`config.mk`:
```
export PLATFORM = sky130hd
export DESIGN_NAME = arbitro_entradas
export DESIGN_NICKNAME = d
export VERILOG_FILES = /design/src/rtl/arbitro_entradas.sv
export SDC_FILE = /design/constraint.sdc
export NUM_CORES = 1
export LEC_CHECK = 0
export ABC_AREA = 0
export BUFFER_PORTS_ARGS = -buffer_cell sky130_fd_sc_hd__buf_2
export CORE_MARGIN = 4
export CORE_UTILIZATION = 62
export DETAILED_ROUTE_END_ITERATION = 6
export HOLD_SLACK_MARGIN = 0.05
export PLACE_DENSITY = 0.83
export SLEW_MARGIN = 20
export SYNTH_ARGS = -nofsm -noshare
export SYNTH_HDL_FRONTEND = slang
export SYNTH_SLANG_ARGS = --single-unit
```
`constraint.sdc`:
```
create_clock -name clk -period 12.9 [get_ports clk]
set_input_delay 1.935 -clock clk [delete_from_list [all_inputs] [get_ports clk]]
set_output_delay 1.935 -clock clk [all_outputs]
set_load 0.02 [all_outputs]
```
`src/rtl/arbitro_entradas.sv`:
```
// Five-port input buffering with round-robin arbitration onto one registered
// 17-bit packet output (bit 16 valid, [15:12] dest x, [11:8] dest y, [7:0] payload).
module arbitro_entradas #(
  parameter int DEPTH = 2
) (
  input  logic        clk,
  input  logic        rst,
  input  logic [16:0] cima_in,
  input  logic [16:0] baixo_in,
  input  logic [16:0] esquerda_in,
  input  logic [16:0] direita_in,
  input  logic [16:0] core_in,
  output logic [4:0]  in_ready,
  output logic [16:0] pkt_out,
  input  logic        out_ready,
  output logic [4:0]  grant,
  output logic [15:0] pkt_count
);

  localparam int NP = 5;
  localparam int AW = $clog2(DEPTH);
  localparam int CW = AW + 1;
  localparam logic [CW-1:0] FULL = CW'(DEPTH);

  typedef enum logic {EMPTY, LOADED} out_state_t;

  logic [16:0]   in_word [NP];
  logic [16:0]   mem     [NP][DEPTH];
  logic [AW-1:0] wr_ptr  [NP];
  logic [AW-1:0] rd_ptr  [NP];
  logic [CW-1:0] count   [NP];
  logic [NP-1:0] push;
  logic [NP-1:0] pop;
  logic [NP-1:0] nonempty;

  out_state_t    state;
  logic [2:0]    ptr;
  logic          can_load;
  logic          win_valid;
  logic [2:0]    win_idx;
  logic [2:0]    next_ptr;
  logic [16:0]   win_word;
  logic [3:0]    cand;

  assign in_word[0] = cima_in;
  assign in_word[1] = baixo_in;
  assign in_word[2] = esquerda_in;
  assign in_word[3] = direita_in;
  assign in_word[4] = core_in;

  // Acceptance looks only at occupancy, so a full FIFO refuses even while it pops.
  always_comb begin
    for (int i = 0; i < NP; i++) begin
      in_ready[i] = rst && (count[i] != FULL);
      nonempty[i] = (count[i] != '0);
      push[i]     = in_word[i][16] && in_ready[i];
    end
  end

  // Scan from the farthest offset back to ptr so the nearest non-empty port wins.
  always_comb begin
    can_load  = (state == EMPTY) || out_ready;
    win_valid = 1'b0;
    win_idx   = '0;
    win_word  = '0;
    cand      = '0;
    for (int k = NP - 1; k >= 0; k--) begin
      cand = {1'b0, ptr} + 4'(k);
      if (cand >= 4'd5) cand = cand - 4'd5;
      if (nonempty[cand[2:0]]) begin
        win_valid = 1'b1;
        win_idx   = cand[2:0];
        win_word  = mem[cand[2:0]][rd_ptr[cand[2:0]]];
      end
    end
    next_ptr = (win_idx == 3'd4) ? 3'd0 : win_idx + 3'd1;
    pop      = '0;
    if (can_load && win_valid) pop[win_idx] = 1'b1;
  end

  // NOTE: sequential state uses non-blocking assignments so every register
  // samples the pre-edge values computed by the combinational logic above.
  always_ff @(posedge clk or negedge rst) begin
    if (!rst) begin
      for (int i = 0; i < NP; i++) begin
        wr_ptr[i] <= '0;
        rd_ptr[i] <= '0;
        count[i]  <= '0;
      end
    end else begin
      for (int i = 0; i < NP; i++) begin
        if (push[i]) wr_ptr[i] <= wr_ptr[i] + AW'(1);
        if (pop[i])  rd_ptr[i] <= rd_ptr[i] + AW'(1);
        if (push[i] && !pop[i])      count[i] <= count[i] + CW'(1);
        else if (!push[i] && pop[i]) count[i] <= count[i] - CW'(1);
      end
    end
  end

  // NOTE: storage is not reset; emptiness is tracked by count, and leaving
  // the array reset-free lets it map onto plain RAM/flops without reset fan-out.
  always_ff @(posedge clk) begin
    for (int i = 0; i < NP; i++) begin
      if (push[i]) mem[i][wr_ptr[i]] <= in_word[i];
    end
  end

  always_ff @(posedge clk or negedge rst) begin
    if (!rst) begin
      state     <= EMPTY;
      pkt_out   <= '0;
      grant     <= '0;
      ptr       <= '0;
      pkt_count <= '0;
    end else begin
      if (state == LOADED && out_ready) pkt_count <= pkt_count + 16'd1;
      if (can_load) begin
        if (win_valid) begin
          state   <= LOADED;
          pkt_out <= win_word;
          grant   <= 5'b00001 << win_idx;
          ptr     <= next_ptr;
        end else begin
          state   <= EMPTY;
          pkt_out <= '0;
          grant   <= '0;
        end
      end
    end
  end

endmodule
```
==> results of run 1 <==
-- through the flow --
stage / hold slack [ps] / area, um^2 / worst slack, ps / cells / util
4_1_cts: 487.4 / 19310 / 6582 / 2111 / 0.6914
3_3_place_gp: 457.0 / 18530 / 6693 / 2067 / 0.6633
2_1_floorplan: 460.4 / 17650 / 8399 / 1657 / -
6_report: 479.7 / 19340 / 6738 / 2113 / 0.6923
3_5_place_dp: 474.6 / 18530 / 6572 / 2067 / 0.6634
5_1_grt: 515.8 / 19340 / 6607 / 2112 / 0.6922
-- layout make-up --
| class | count | share of cell area |
|---|---|---|
| Multi-Input combinational cell | 1263 | 0.5366 |
| Clock inverter | 16 | 0.006405 |
| Antenna cell | 1 | 0.0001294 |
| Sequential cell | 232 | 0.3443 |
| Inverter | 27 | 0.005240 |
| Tap cell | 378 | 0.02445 |
| Clock buffer | 28 | 0.03403 |
| Timing Repair Buffer | 168 | 0.04878 |
-- flip-flops by register name, indices dropped and copies added, names as in the netlist --
register,cells
pkt_out,17
rd_ptr,5
ptr,3
mem,170
count,10
pkt_count,16
wr_ptr,5
grant,5
state,1
-- Yosys cell counts, drive strengths merged (32+ instances only) --
cell type,instances,area [um^2]
a21oi,48,251.5
buf,72,389.1
clkbuf,63,237.7
dfrtp,62,1551
edfxtp,170,5105
mux2,35,394.1
mux2i,132,1325
mux4,112,2522
nand2,232,875.8
nand3,78,395.4
nor2,110,415.4
nor3,34,191.4
o21ai,43,215.2
o221ai,39,347.8
o22ai,33,212.7
xnor2,32,302.8
-- cell families (layout without fill, tap and decap cells) --
logic type               Yosys count  count (layout)  synth area share
AND/OR/NAND/NOR                  541             541            0.1407
buffers and inverters            162             239           0.04126
AO/OA/AOI/OAI                    380             380            0.1642
XOR/XNOR                          47              47           0.02460
other                              0               1                 0
multiplexers                     279             279            0.2403
flip-flops                       232             232            0.3772
adder cells (fa/ha/maj)           16              16           0.01177
-- placed cells by master (no fill, tap or decap), drive strengths merged, types with 7 or more instances in the layout --
master | netlist | layout
mux4 | 112 | 112
and2 | 7 | 7
a21oi | 48 | 48
nand2b | 8 | 8
nor2b | 11 | 11
inv | 27 | 29
and3 | 26 | 26
nor2 | 110 | 110
a221oi | 9 | 9
mux2i | 132 | 132
o221ai | 39 | 39
buf | 72 | 168
ha | 15 | 15
clkinv | 0 | 11
or2 | 10 | 10
nand2 | 232 | 232
o211ai | 19 | 19
a21boi | 8 | 8
xor2 | 15 | 15
xnor2 | 32 | 32
dfrtp | 62 | 62
o31ai | 31 | 31
edfxtp | 170 | 170
mux2 | 35 | 35
nand3 | 78 | 78
a21o | 11 | 11
o2111a | 14 | 14
o21ai | 43 | 43
o22ai | 33 | 33
o21a | 18 | 18
a31oi | 23 | 23
nor3 | 34 | 34
clkbuf | 63 | 28
a311oi | 28 | 28
-- worst min-delay path, stage by stage (launching register included) --
cell and delay [ps]:
dfrtp_1 340, nand2_1 50, nand2_1 60
-- worst paths after layout --
path,start,to,slack [ps],cells after the start
setup reg to reg,ptr[0],count[5],6740,13
hold / removal,grant[1],grant[1],480,2
max in group asynchronous,rst,pkt_out[13],10540,2
hold reg to reg,grant[1],grant[1],480,2
setup / recovery,ptr[0],count[5],6740,13
min in group asynchronous,rst,grant[2],1380,1
-- per-layer routing --
| layer | vias up | global-route usage |
|---|---|---|
| met5 | - | 0.01603 |
| met4 | 4 | 0.1280 |
| met3 | 327 | 0.1790 |
| met2 | 1588 | 0.5612 |
| met1 | 7638 | 0.5940 |
| li1 | 6605 | - |
==> results.py, run 1 <==
metrics = {
    "finish": {
        "num-fill-cells": 2092,
        "fin_nets": 1820,
        "drive_gt1_frac": 0.2353,
        "regArea_um2": 6659,
        "area_delta_synth_final_pct": 9.585,
        "multi_input_area_um2": 10380,
    },
    "sta": {
        "worst_slew_pin_slew_ps": 1192,
        "drv_slew": 0,
        "finalSetupViolCount": 0,
        "rsz0062_at_grt": "no",
        "finalCriticalPeriod_ps": 6162,
        "max_slew_margin": 0.2009,
        "setup_tns_ps": 0,
        "period_share": 0.4777,
        "skew_ps": 12.99,
        "hold_viol_final": 0,
        "fmax_mhz": 162.3,
    },
    "global_routing": {
        "grt_pass1_wl_mm": 97.12,
        "grt_pass1_vias": 15187,
        "grt_max_degree": 69,
        "track_usage": 0.4111,
        "antenna_found_initial": 0,
        "grt.overflow.total": 0,
    },
    "synth": {
        "ys_seq_area_frac": 0.3772,
        "synthFlopType": "edfxtp_1",
        "ys_ff_latch": 232,
        "ys.warnings.count": 0,
        "ys_async_sr_fraction": 0.2672,
        "synthDistinctLibCells": 95,
        "synth_edf_count": 170,
        "avgSynthCellArea_um2": 10.65,
        "synth_cells": 1657,
        "syn_area_um2": 17650,
        "synth_nets": 1761,
    },
    "floorplan": {
        "die_w_um": 176.7,
        "coreArea_um2": 27930,
        "num_rows": 61,
        "ios": 131,
        "die-area_um2": 31230,
        "die_h_um": 176.7,
        "start_util": 0.6318,
    },
    "critical_path": {
        "worstSetupPathType": "reg -> reg",
        "slowest_delay_ps": 830,
        "cp.arrival_ps": 6610,
        "worst_ep_required_time_ps": 13350,
        "crit_top_cell": "xor2_1",
        "cp-start-kind": "flop",
        "cpMaxStageDelayCell": "dfrtp_2",
        "crit_path_cell_trace": "inv_2 > ha_2 > buf_4 > a21oi_1 > mux4_2 > a21oi_4 > nand3_2 > o32a_4 > nand4bb_1 > ha_1 > xor2_1 > nor2_1 > xor2_1",
        "critPathBufInv": 2,
        "crit_family": "compound AO/OA/AOI/OAI gates",
        "critPathCaptureType": "flop",
        "critPathMaxFanout": 51,
    },
    "routing": {
        "wire_per_inst_um": 30.73,
        "drcViolationCount": 2,
        "viasPerCell": 7.649,
        "routed.top_layer": "met5",
        "route.met3.wl_mm": 12.06,
        "ant_nets": 0,
        "totalWireLength_mm": 64.94,
        "dr.pass1.iters": 7,
        "initialDrtViolationCount": 3549,
        "met1_length_mm": 23.95,
        "routed-via-count": 16162,
        "routed-wl-met2_mm": 25.79,
    },
    "cts": {
        "post_cts_buffers": 0,
        "root_buffer": "clkbuf_16",
        "numCtsBuffers": 24,
        "clkSinkCount": 232,
        "postCtsResizedCells": 0,
        "clk_pin_slew_worst_paths_ps": 60,
        "hold_buffers": 0,
        "cts_max_level": 1,
        "cts_buffer_depth": 3,
        "cts_tree": "done",
        "clock_latency_ps": 540,
    },
    "hold_path": {
        "hp-class": "reg -> reg",
    },
    "status": {
        "outcome": "finished, violations left",
        "violations": "DRC",
    },
    "job": {
        "cap_violations": 0,
    },
    "placement": {
        "dp_hpwl_mm": 45.25,
        "portBuffers": 130,
        "globalplace.congestion": 1.072,
    },
}
Power of run 1 is left out: the tool's default activity adds up to more than one toggle a clock period on the data nets, which glitch-free logic cannot reach.
==> run 2: changes to the inputs <==
--- a/config.mk
+++ b/config.mk
@@ -5,13 +5,13 @@
 export SDC_FILE = /design/constraint.sdc
 export NUM_CORES = 1
 export LEC_CHECK = 0
-export ABC_AREA = 0
+export ABC_AREA = 1
 export BUFFER_PORTS_ARGS = -buffer_cell sky130_fd_sc_hd__buf_2
 export CORE_MARGIN = 4
-export CORE_UTILIZATION = 62
+export CORE_UTILIZATION = 56
 export DETAILED_ROUTE_END_ITERATION = 6
 export HOLD_SLACK_MARGIN = 0.05
-export PLACE_DENSITY = 0.83
+export PLACE_DENSITY = 0.79
 export SLEW_MARGIN = 20
 export SYNTH_ARGS = -nofsm -noshare
 export SYNTH_HDL_FRONTEND = slang
==> constraint.sdc (replaced) <==
create_clock -name clk -period 5.3 [get_ports clk]
set_input_delay 0.795 -clock clk [delete_from_list [all_inputs] [get_ports clk]]
set_output_delay 0.795 -clock clk [all_outputs]
set_load 0.02 [all_outputs]
==> run 2 against run 1 <==
The flow still finishes with violations (DRC). Maximum frequency rose by 34%. Die area is 13% higher. Utilization fell by 7.2 points. Critical endpoint unchanged.
==> results.py, run 2 <==
metrics = {
    "synth": {
        "yosysMostFrequentCell": "nand2_1",
        "synth_commonest_cells": "nand2_1, nand3_1, o21ai_0, nor2_1, inv_1",
        "synth-simple-area-share": 0.3554,
        "ys_seq_area_frac": 0.3670,
        "synth_cells": 2739,
        "synth.top_cell.area_share": 0.2815,
        "synthDistinctLibCells": 41,
        "synth_top_area_cell": "edfxtp_1",
        "avgSynthCellArea_um2": 6.622,
        "muxShareOfSynthArea": 0,
        "ys_async_sr_fraction": 0.2672,
        "synth_nets": 2843,
        "synth_edf_count": 170,
        "synth_xor_xnor_area_share": 0.01449,
        "ys.warnings.count": 0,
        "yosys-top-cells-area": "edfxtp_1, nand2_1, dfrtp_1, nand3_1, o21ai_0",
        "synthFlopType": "edfxtp_1",
        "synth-compound-area-share": 0.1575,
        "synthAdderAreaFrac": 0.01145,
        "syn_area_um2": 18140,
        "synth_top_family_by_area": "simple AND/OR/NAND/NOR gates",
        "ys_ff_latch": 232,
    },
    "global_routing": {
        "grt.overflow.total": 0,
        "grt_max_degree": 84,
        "track_usage": 0.3945,
        "grt_pass1_wl_mm": 109.0,
        "antenna_found_initial": 2,
        "grt_pass1_vias": 18620,
    },
    "critical_path": {
        "critPathMaxFanout": 27,
        "crit_top_cell": "inv_1",
        "cpMaxStageDelayCell": "inv_2",
        "critPathCaptureType": "flop",
        "reg2reg_slack_ps": 700,
        "crit_path_cell_trace": "inv_1 > ha_1 > inv_1 > nand2_1 > nand2_2 > o21ai_2 > o21ai_4 > inv_2 > nand3_1 > nand2_4 > inv_2 > nand2_1 > inv_1 > a21oi_4 > nand3_2 > ha_1 > a21oi_1 > o21ai_0 > xnor2_1",
        "worstSetupPathType": "reg -> reg",
        "slowest_delay_ps": 520,
        "cp-start-kind": "flop",
        "worst_ep_required_time_ps": 5750,
        "cp.arrival_ps": 5040,
    },
    "routing": {
        "wire_per_inst_um": 22.70,
        "routed-via-count": 20114,
        "drcViolationCount": 2,
        "ant_nets": 0,
        "viasPerCell": 6.303,
        "dr.pass1.iters": 7,
        "initialDrtViolationCount": 3375,
        "totalWireLength_mm": 72.44,
    },
    "floorplan": {
        "start_util": 0.5718,
        "die_w_um": 188.0,
        "num_rows": 65,
        "die_h_um": 188.0,
        "ios": 131,
        "coreArea_um2": 31720,
        "die-area_um2": 35330,
    },
    "placement": {
        "postPlaceCellArea_um2": 18830,
        "post-place-ws_ps": 839.2,
        "globalplace.congestion": 1.035,
        "portBuffers": 130,
        "dp_hpwl_mm": 46.57,
    },
    "hold_path": {
        "hp-class": "in -> reg",
    },
    "cts": {
        "numCtsBuffers": 25,
        "root_buffer": "clkbuf_16",
        "clk_pin_slew_worst_paths_ps": 70,
        "cts_tree": "done",
        "cts_max_level": 1,
        "clkSinkCount": 232,
        "hold_buffers": 0,
        "cts_buffer_depth": 3,
        "clock_latency_ps": 550,
        "postCtsResizedCells": 0,
        "post_cts_buffers": 0,
    },
    "sta": {
        "fmax_mhz": 217.5,
        "setup_tns_ps": 0,
        "skew_ps": 13.99,
        "fin_ws_ps": 702.9,
        "finalCriticalPeriod_ps": 4597,
        "period_share": 0.8674,
        "rsz0062_at_grt": "no",
        "finalSetupViolCount": 0,
        "drv_slew": 0,
        "max_slew_margin": 0.3994,
        "worst_slew_pin_slew_ps": 900.9,
        "hold_viol_final": 0,
    },
    "finish": {
        "layout_common_cells": "nand2_1, nand3_1, o21ai_0, nor2_1, inv_1",
        "drive_gt1_frac": 0.1083,
        "area_delta_synth_final_pct": 8.513,
        "num-fill-cells": 2925,
        "design_area_um2": 19680,
        "largest_register_ffs": 170,
        "multi_input_area_um2": 9819,
        "fin_nets": 2875,
        "layout_commonest_cell": "nand2_1",
        "antennaDiodeCount": 0,
        "regArea_um2": 6656,
    },
    "status": {
        "violations": "DRC",
        "outcome": "finished, violations left",
    },
    "job": {
        "cap_violations": 0,
    },
}
-- run 2: cell types whose count changed after synthesis, moves of 28 or more --
cell,delta
o31ai_1,-28
inv_1,+166
mux2_2,-35
nand2_1,+755
a21oi_1,+54
o211ai_1,+41
nand3_1,+227
o21ai_0,+253
mux2i_1,-131
a311oi_1,-28
mux4_2,-112
nor2_1,+100
o221ai_1,-38
-- run 2: final timing paths --
kind                                       from  cells past startpoint            end
min in group asynchronous                   rst                      2    pkt_out[11]
worst min register to register    pkt_count[15]                      1  pkt_count[15]
worst max-delay path                     ptr[1]                     19       count[5]
worst min-delay path            esquerda_in[12]                      1     mem[2][12]
max in group asynchronous                   rst                      2     pkt_out[3]
worst max register to register           ptr[1]                     19       count[5]
-- run 2: worst max-delay path, delay by kind of cell (launching register included) --
kind	cells	cell delay [ps]
simple gates	6	1170
buf+inv	5	1310
fa+ha+maj	2	620
compound gates	5	650
flops	1	510
xor+xnor	1	210
-- run 2: layout make-up --
class	instances	area share
inverters	215	0.04126
repair buffers	182	0.05289
clock inverters	8	0.004832
clock buffers	37	0.03833
flip-flops and latches	232	0.3382
multi-input cells	2115	0.4989
well taps	402	0.02556
-- run 2: kinds of logic (layout without fill, tap and decap cells) --
kind of cell               Yosys count  count (layout)
xor gates and xnor gates            30              30
AOI/OAI and AO/OA                  509             509
buffers and inverters              392             442
DFF                                232             232
adders and majority gates           16              16
and+or+nand+nor                   1560            1560
-- run 2: metal layers --
metal	vias up	global-route usage	wire length (um)
met5	-	0	20
met4	2	0.1928	4179
met3	358	0.1402	12340
met2	1738	0.5485	28380
met1	8936	0.5457	27520
li1	9080	-	-
-- run 2: through the flow --
stage / std cells / utilization / hold slack (ps)
floorplan: 2739 / - / 467.4
global placement: 3146 / 0.5937 / 450.8
detailed placement: 3146 / 0.5937 / 454.8
CTS: 3191 / 0.6205 / 422.7
global route: 3191 / 0.6205 / 424.3
finish: 3191 / 0.6205 / 435.8
Power of run 2 is left out for the same reason.
